$ cat src/rtl/dmem_responder_pkg.sv
// -----------------------------------------------------------------------------
// dmem_responder_pkg
// Shared definitions for the data-memory responder:
//   state_t      - FSM state encoding (IDLE/ISSUE/WAIT/DONE)
//   TIMEOUT_FILL - read data returned to the core when main memory never answers
// -----------------------------------------------------------------------------
package dmem_responder_pkg;

   typedef enum logic [1:0] {
      ST_IDLE  = 2'd0,
      ST_ISSUE = 2'd1,
      ST_WAIT  = 2'd2,
      ST_DONE  = 2'd3
   } state_t;

   localparam logic [31:0] TIMEOUT_FILL = 32'hDEADBEEF;

endpackage

$ cat src/rtl/dmem_timeout_counter.sv
// -----------------------------------------------------------------------------
// dmem_timeout_counter
// Counts enabled cycles since the last clear and raises terminal on the
// TIMEOUT_CYCLES-th enabled cycle (combinationally, in that same cycle).
// Ports:
//   clk      - clock
//   reset    - asynchronous active-low reset
//   clr      - synchronous clear (takes priority over en)
//   en       - count this cycle
//   terminal - this enabled cycle is number TIMEOUT_CYCLES since clear
// -----------------------------------------------------------------------------
module dmem_timeout_counter
   import dmem_responder_pkg::*;
#(
   parameter int TIMEOUT_CYCLES = 1024
) (
   input  logic clk,
   input  logic reset,
   input  logic clr,
   input  logic en,
   output logic terminal
);

   // count_reg holds the number of enabled cycles already completed, so the
   // current cycle is count_reg+1 and the range 0..TIMEOUT_CYCLES-1 suffices.
   localparam int CW = $clog2(TIMEOUT_CYCLES);

   logic [CW-1:0] count_reg;

   always_ff @(posedge clk or negedge reset) begin
      if (!reset) begin
         count_reg <= '0;
      end else if (clr) begin
         count_reg <= '0;
      end else if (en) begin
         count_reg <= count_reg + 1'b1;
      end
   end

   assign terminal = en && (count_reg == CW'(TIMEOUT_CYCLES - 1));

endmodule

$ cat src/rtl/dmem_responder.sv
// -----------------------------------------------------------------------------
// dmem_responder
// Responder end of the core's data-memory port. Each core request is bridged,
// one at a time, to a ready/valid main-memory interface; the core is stalled
// while the request is outstanding. A watchdog abandons a request whose
// response never arrives and raises a sticky timeout_err.
//
// Ports:
//   clk, reset      - clock, asynchronous active-low reset
//   dcache_addr     - core word address (bits [1:0] ignored)
//   dcache_re       - core read request
//   dcache_we       - core byte write enables (nonzero = write, wins over read)
//   dcache_din      - core write data
//   dcache_dout     - registered read data (holds last read result)
//   stall           - core must hold its request and freeze
//   mem_req_valid   - request valid to main memory
//   mem_req_ready   - main memory accepts the request
//   mem_req_addr    - word-aligned request address
//   mem_req_wmask   - byte mask, 0 = read
//   mem_req_wdata   - write data
//   mem_resp_valid  - one-cycle response / write acknowledge
//   mem_resp_data   - read data with mem_resp_valid
//   timeout_err     - sticky watchdog error, cleared only by reset
//
// Build option DMEM_RESPONDER_POSTED_WRITE_EN: writes accepted in IDLE are
// posted (no stall) and drain in the background; any request arriving while
// the posted write drains stalls until it completes.
// -----------------------------------------------------------------------------
module dmem_responder
   import dmem_responder_pkg::*;
#(
   parameter int ADDR_WIDTH     = 32,
   parameter int TIMEOUT_CYCLES = 1024
) (
   input  logic                  clk,
   input  logic                  reset,
   input  logic [31:0]           dcache_addr,
   input  logic                  dcache_re,
   input  logic [3:0]            dcache_we,
   input  logic [31:0]           dcache_din,
   output logic [31:0]           dcache_dout,
   output logic                  stall,
   output logic                  mem_req_valid,
   input  logic                  mem_req_ready,
   output logic [ADDR_WIDTH-1:0] mem_req_addr,
   output logic [3:0]            mem_req_wmask,
   output logic [31:0]           mem_req_wdata,
   input  logic                  mem_resp_valid,
   input  logic [31:0]           mem_resp_data,
   output logic                  timeout_err
);

   state_t                state_reg;
   logic                  valid_reg;
   logic [ADDR_WIDTH-1:0] addr_reg;
   logic [3:0]            wmask_reg;
   logic [31:0]           wdata_reg;
   logic [31:0]           dout_reg;
   logic                  err_reg;
   logic                  stall_c;
   logic                  cnt_term;

   logic        req;
   logic [31:0] addr_aligned;

   assign req          = dcache_re | (|dcache_we);
   assign addr_aligned = dcache_addr & 32'hFFFF_FFFC;

`ifdef DMEM_RESPONDER_POSTED_WRITE_EN
   logic is_wr;
   logic posted_reg;     // transaction in flight is a posted write
   assign is_wr = |dcache_we;
`endif

   // The watchdog only runs in WAIT and restarts from zero on every entry.
   dmem_timeout_counter #(
      .TIMEOUT_CYCLES(TIMEOUT_CYCLES)
   ) u_timeout (
      .clk      (clk),
      .reset    (reset),
      .clr      (state_reg != ST_WAIT),
      .en       (state_reg == ST_WAIT),
      .terminal (cnt_term)
   );

   always_ff @(posedge clk or negedge reset) begin
      if (!reset) begin
         state_reg  <= ST_IDLE;
         valid_reg  <= 1'b0;
         addr_reg   <= '0;
         wmask_reg  <= '0;
         wdata_reg  <= '0;
         dout_reg   <= '0;
         err_reg    <= 1'b0;
`ifdef DMEM_RESPONDER_POSTED_WRITE_EN
         posted_reg <= 1'b0;
`endif
      end else begin
         case (state_reg)
            ST_IDLE: begin
               if (req) begin
                  addr_reg  <= ADDR_WIDTH'(addr_aligned);
                  wmask_reg <= dcache_we;
                  wdata_reg <= dcache_din;
                  valid_reg <= 1'b1;
                  state_reg <= ST_ISSUE;
`ifdef DMEM_RESPONDER_POSTED_WRITE_EN
                  posted_reg <= is_wr;
`endif
               end
            end
            ST_ISSUE: begin
               if (mem_req_ready) begin
                  valid_reg <= 1'b0;
                  state_reg <= ST_WAIT;
               end
            end
            ST_WAIT: begin
               // A response in the timeout cycle still counts as a success.
               if (mem_resp_valid) begin
                  if (wmask_reg == 4'd0) dout_reg <= mem_resp_data;
                  state_reg <= ST_DONE;
               end else if (cnt_term) begin
                  err_reg <= 1'b1;
                  if (wmask_reg == 4'd0) dout_reg <= TIMEOUT_FILL;
                  state_reg <= ST_DONE;
               end
            end
            default: begin
               // DONE: core inputs are ignored so the held request is not
               // issued a second time.
               state_reg <= ST_IDLE;
`ifdef DMEM_RESPONDER_POSTED_WRITE_EN
               posted_reg <= 1'b0;
`endif
            end
         endcase
      end
   end

   always_comb begin
      stall_c = 1'b0;
      case (state_reg)
         ST_IDLE: begin
            stall_c = req;
`ifdef DMEM_RESPONDER_POSTED_WRITE_EN
            if (is_wr) stall_c = 1'b0;
`endif
         end
         ST_ISSUE, ST_WAIT: begin
`ifdef DMEM_RESPONDER_POSTED_WRITE_EN
            stall_c = posted_reg ? req : 1'b1;
`else
            stall_c = 1'b1;
`endif
         end
         default: begin
`ifdef DMEM_RESPONDER_POSTED_WRITE_EN
            // After a posted write the core's new request must keep waiting.
            stall_c = posted_reg ? req : 1'b0;
`else
            stall_c = 1'b0;
`endif
         end
      endcase
   end

   // stall is a combinational function of the core request in IDLE, so it is
   // masked while reset is asserted to keep every output at zero.
   assign stall         = stall_c & reset;
   assign mem_req_valid = valid_reg;
   assign mem_req_addr  = addr_reg;
   assign mem_req_wmask = wmask_reg;
   assign mem_req_wdata = wdata_reg;
   assign dcache_dout   = dout_reg;
   assign timeout_err   = err_reg;

endmodule

$ cat config.mk
export PLATFORM = sky130hd
export DESIGN_NAME = dmem_responder
export DESIGN_NICKNAME = d
export VERILOG_FILES = /design/src/rtl/dmem_responder_pkg.sv /design/src/rtl/dmem_timeout_counter.sv /design/src/rtl/dmem_responder.sv
export SDC_FILE = /design/constraint.sdc
export NUM_CORES = 1
export LEC_CHECK = 0
export CAP_MARGIN = 30
export CELL_PAD_IN_SITES_DETAIL_PLACEMENT = 0
export CELL_PAD_IN_SITES_GLOBAL_PLACEMENT = 1
export CORE_ASPECT_RATIO = 1.2
export CORE_MARGIN = 1
export CORE_UTILIZATION = 32
export DETAILED_ROUTE_END_ITERATION = 8
export PLACE_DENSITY_LB_ADDON = 0.1
export SLEW_MARGIN = 15
export SYNTH_ARGS = -nofsm -noshare
export SYNTH_HDL_FRONTEND = slang
export SYNTH_HIERARCHICAL = 1
export SYNTH_SLANG_ARGS = --single-unit
export TNS_END_PERCENT = 50
$ cat constraint.sdc
create_clock -name clk -period 3.1 [get_ports clk]
set_input_delay 0.465 -clock clk [delete_from_list [all_inputs] [get_ports clk]]
set_output_delay 0.465 -clock clk [all_outputs]
set_load 0.05 [all_outputs]
==> flow_summary_export.csv <==
group,metric,value,unit
sta,skew,7.154,ps
clock_network,cts_num_sinks,112,
sta,final.setup.tns,0,ps
global_routing,grt_util_all_layers,16.22,%
global_routing,grt_pass1_vias,3339,
final_layout,nets,674,
critical_path,cp_num_buf_inv,2,
final_layout,drive_gt1_share,11.78,%
die,die_h,133.1,µm
route,vias,3383,
global_routing,antenna_found_initial,0,
hold_path,hp-class,"primary input to asynchronous set/reset pin",
final_layout,utilization,50.97,%
clock_network,path_clk_slew,70,ps
clock_network,postCtsHoldBufs,0,
placed_design,dpl.hpwl,8.392,mm
power,clkPwrFrac,13.3,%
route,totalWireLength,11.58,mm
route,post_drt_wl_per_cell,15.65,µm
flow_run,maxCapViolations,0,
logic_synthesis,avgSynthCellArea,12.55,µm²
global_routing,grt-ovfl-total,0,
run_status,status,"complete, but fails checks",
final_layout,most-common-layout-cells,"clkdlybuf4s50_1 (201), dfrtp_1 (112), inv_1 (38), mux2_2 (37), nor2_1 (31)",
power,comb_power_share,58.8,%
route,firstDrtPassIters,6,
final_layout,syn_to_final_growth,54.40,%
run_status,violations,"DRC",
clock_network,numCtsBuffers,9,
critical_path,arrival,2110,ps
sta,relSlewSlack,62.20,%
final_layout,final_common_cell,"clkdlybuf4s50_1",
power,pwr_density_cell,1262,nW/µm²
die,die_width,111.2,µm
sta,fmax,388.5,MHz
clock_network,cts_max_level,3,
logic_synthesis,ys_seq_elements,112,
clock_network,cts_tree,"done",
die,pin_count,208,
critical_path,crit_chain,"clkdlybuf4s50_1 > or4_4 > o21ai_4 > nor2b_1 > nor3b_1 > buf_4",
critical_path,worstPathRequired,2630,ps
sta,max_slew.worst_pin.slew,567.0,ps
power,power.switching,0.004243,W
critical_path,start_kind,"primary input",
global_routing,grt_max_degree,69,
sta,rsz0062_at_grt,"false",
sta,hold_viol,0,
power,seq_power_share,27.9,%
critical_path,cpMaxStageDelayCell,"or4_4",
route,remaining_drc_errors,38,
sta,period_share,83.04,%
clock_network,clk_latency,350,ps
critical_path,worstSetupEndpointType,"output port",
logic_synthesis,syn_inst,365,
clock_network,cts_buffer_depth,2,
logic_synthesis,synth_warnings,6,
sta,layout_setup_ws,525.8,ps
logic_synthesis,yosysSeqAreaShare,61.17,%
critical_path,path_class,"primary input to output port",
clock_network,cts-root-buf,"clkbuf_16",
route,avgViaCountPerCell,4.572,
power,p_int,0.004688,W
placed_design,gp_congestion,0.7072,
route,drtIter0Drc,202,
placed_design,place_ws,518.4,ps
die,start_util,33.01,%
die,dieArea,14800,µm²
sta,period_minus_slack,2574,ps
power,ir_worst_vdd,607.2,µV
clock_network,postCtsSetupRepairBufs,0,
critical_path,cp_top_family,"simple AND/OR/NAND/NOR gates",
power,p_leak,2.982,nW
die,coreArea,13880,µm²
sta,setup_viol,0,
final_layout,antennaDiodeCount,0,
final_layout,fin_cells,740,
sta,slew_viol_final,0,
placed_design,dp.cells,723,
critical_path,max_stage_delay,560,ps
route,ant_nets,0,
placed_design,portBuffers,203,
global_routing,grt_first_pass_wirelength,18.81,mm
clock_network,cts_resized,0,
logic_synthesis,ys_types,38,
logic_synthesis,syn_area,4582,µm²
power,swShare,47.51,%
die,core.rowCount,47,
critical_path,cp_max_fo,6,
## power by group through the flow
| stage | clock network [W] | logic, W | registers [W] |
|---|---|---|---|
| floorplan | 0 | 0.00120 | 0.00485 |
| global placement | 0 | 0.00526 | 0.00250 |
| detailed placement | 0 | 0.00530 | 0.00253 |
| CTS | 0.00124 | 0.00531 | 0.00251 |
| global route | 0.00129 | 0.00549 | 0.00260 |
| finish | 0.00119 | 0.00525 | 0.00250 |
## layout make-up
| class | instances | area [µm²] |
|---|---|---|
| Fill cell | 1286 | 6804 |
| Sequential cell | 112 | 2803 |
| Timing Repair Buffer | 210 | 2117 |
| Multi-Input combinational cell | 193 | 1493 |
| Clock buffer | 9 | 225.2 |
| Tap cell | 171 | 214.0 |
| Inverter | 38 | 142.6 |
| Clock inverter | 7 | 80.08 |
## path summary, 6_finish.rpt
path	endpoint	start	slack [ps]	cells after the start
min in group clk	mem_req_wdata[1]$_DFFE_PN0P_	mem_req_wdata[1]$_DFFE_PN0P_	490	1
max in group asynchronous	dcache_dout[15]$_DFFE_PN0P_	reset	2370	3
hold reg to reg	mem_req_wdata[1]$_DFFE_PN0P_	mem_req_wdata[1]$_DFFE_PN0P_	490	1
setup / recovery	stall	dcache_we[1]	530	6
setup reg to reg	dcache_dout[5]$_DFFE_PN0P_	state_reg[0]$_DFFE_PN0P_	780	9
hold / removal	state_reg[1]$_DFFE_PN0P_	reset	190	2
## Yosys cell counts
| master | n | area share [%] |
|---|---|---|
| dfrtp_1 | 112 | 61 |
| inv_1 | 38 | 3.1 |
| mux2_2 | 37 | 9.1 |
| nor2_1 | 31 | 2.5 |
| mux2_1 | 26 | 6.4 |
| a31oi_1 | 24 | 3.3 |
| nand2_1 | 11 | 0.90 |
| nand3_1 | 10 | 1.1 |
| clkbuf_1 | 9 | 0.74 |
| o21ai_0 | 9 | 0.98 |
| a21oi_1 | 5 | 0.55 |
| buf_4 | 5 | 0.82 |
| buf_6 | 5 | 1.2 |
| ha_1 | 5 | 1.4 |
| buf_2 | 4 | 0.44 |
| o31ai_1 | 4 | 0.66 |
| or4_1 | 4 | 0.66 |
| xor2_1 | 3 | 0.57 |
| a22o_1 | 2 | 0.38 |
| nand4_1 | 2 | 0.27 |
| nor2b_1 | 2 | 0.27 |
| a221oi_1 | 1 | 0.19 |
| conb_1 | 1 | 0.082 |
| mux2i_1 | 1 | 0.22 |
| nand3_2 | 1 | 0.22 |
| nor3b_1 | 1 | 0.16 |
| nor4_1 | 1 | 0.14 |
| nor4_4 | 1 | 0.46 |
| o2111ai_1 | 1 | 0.19 |
| o211ai_1 | 1 | 0.16 |
| o21ai_4 | 1 | 0.36 |
| o21bai_1 | 1 | 0.16 |
| o311ai_0 | 1 | 0.19 |
| o32a_1 | 1 | 0.22 |
| or3_1 | 1 | 0.14 |
| or3_2 | 1 | 0.16 |
| or4_4 | 1 | 0.25 |
| xnor2_1 | 1 | 0.19 |
## layer usage
| metal | vias to the layer above | track usage, % | part of all wire, % |
|---|---|---|---|
| met3 | 9 | 4.627 | 8.0 |
| li1 | 1640 | - | - |
| met2 | 114 | 26.42 | 50 |
| met1 | 1620 | 20.91 | 41 |
| met4 | 0 | 4.955 | 1.0 |
| met5 | - | 0 | 0 |
## per-stage QoR
stage	hold WS, ps	power [W]	area, µm²
2_1_floorplan	169.4	0.006051	4586
3_5_place_dp	479.9	0.007838	6749
3_3_place_gp	463.6	0.007762	6749
5_1_grt	223.1	0.009385	7074
6_report	185.5	0.008931	7074
4_1_cts	246.5	0.009060	7054
## worst reg2reg max path, cell delays in order, from the launching register on
cell	delay, ps
dfrtp_1	410
inv_1	100
ha_1	190
nand2_1	160
nor4_1	400
nor2_1	160
nor4_4	280
buf_12	280
nor2_1	100
a31oi_1	160
## cells by family after synthesis
kind of cell / after synthesis / share of synthesized area (%)
buffers and inverters: 61 / 6.335
AOI/OAI and AO/OA: 51 / 7.319
DFF: 112 / 61.17
muxes: 64 / 15.70
xor gates and xnor gates: 4 / 0.7647
other: 1 / 0.08184
adders and majority gates: 5 / 1.365
and+or+nand+nor: 67 / 7.264
Power figures use the tool's default switching activity.
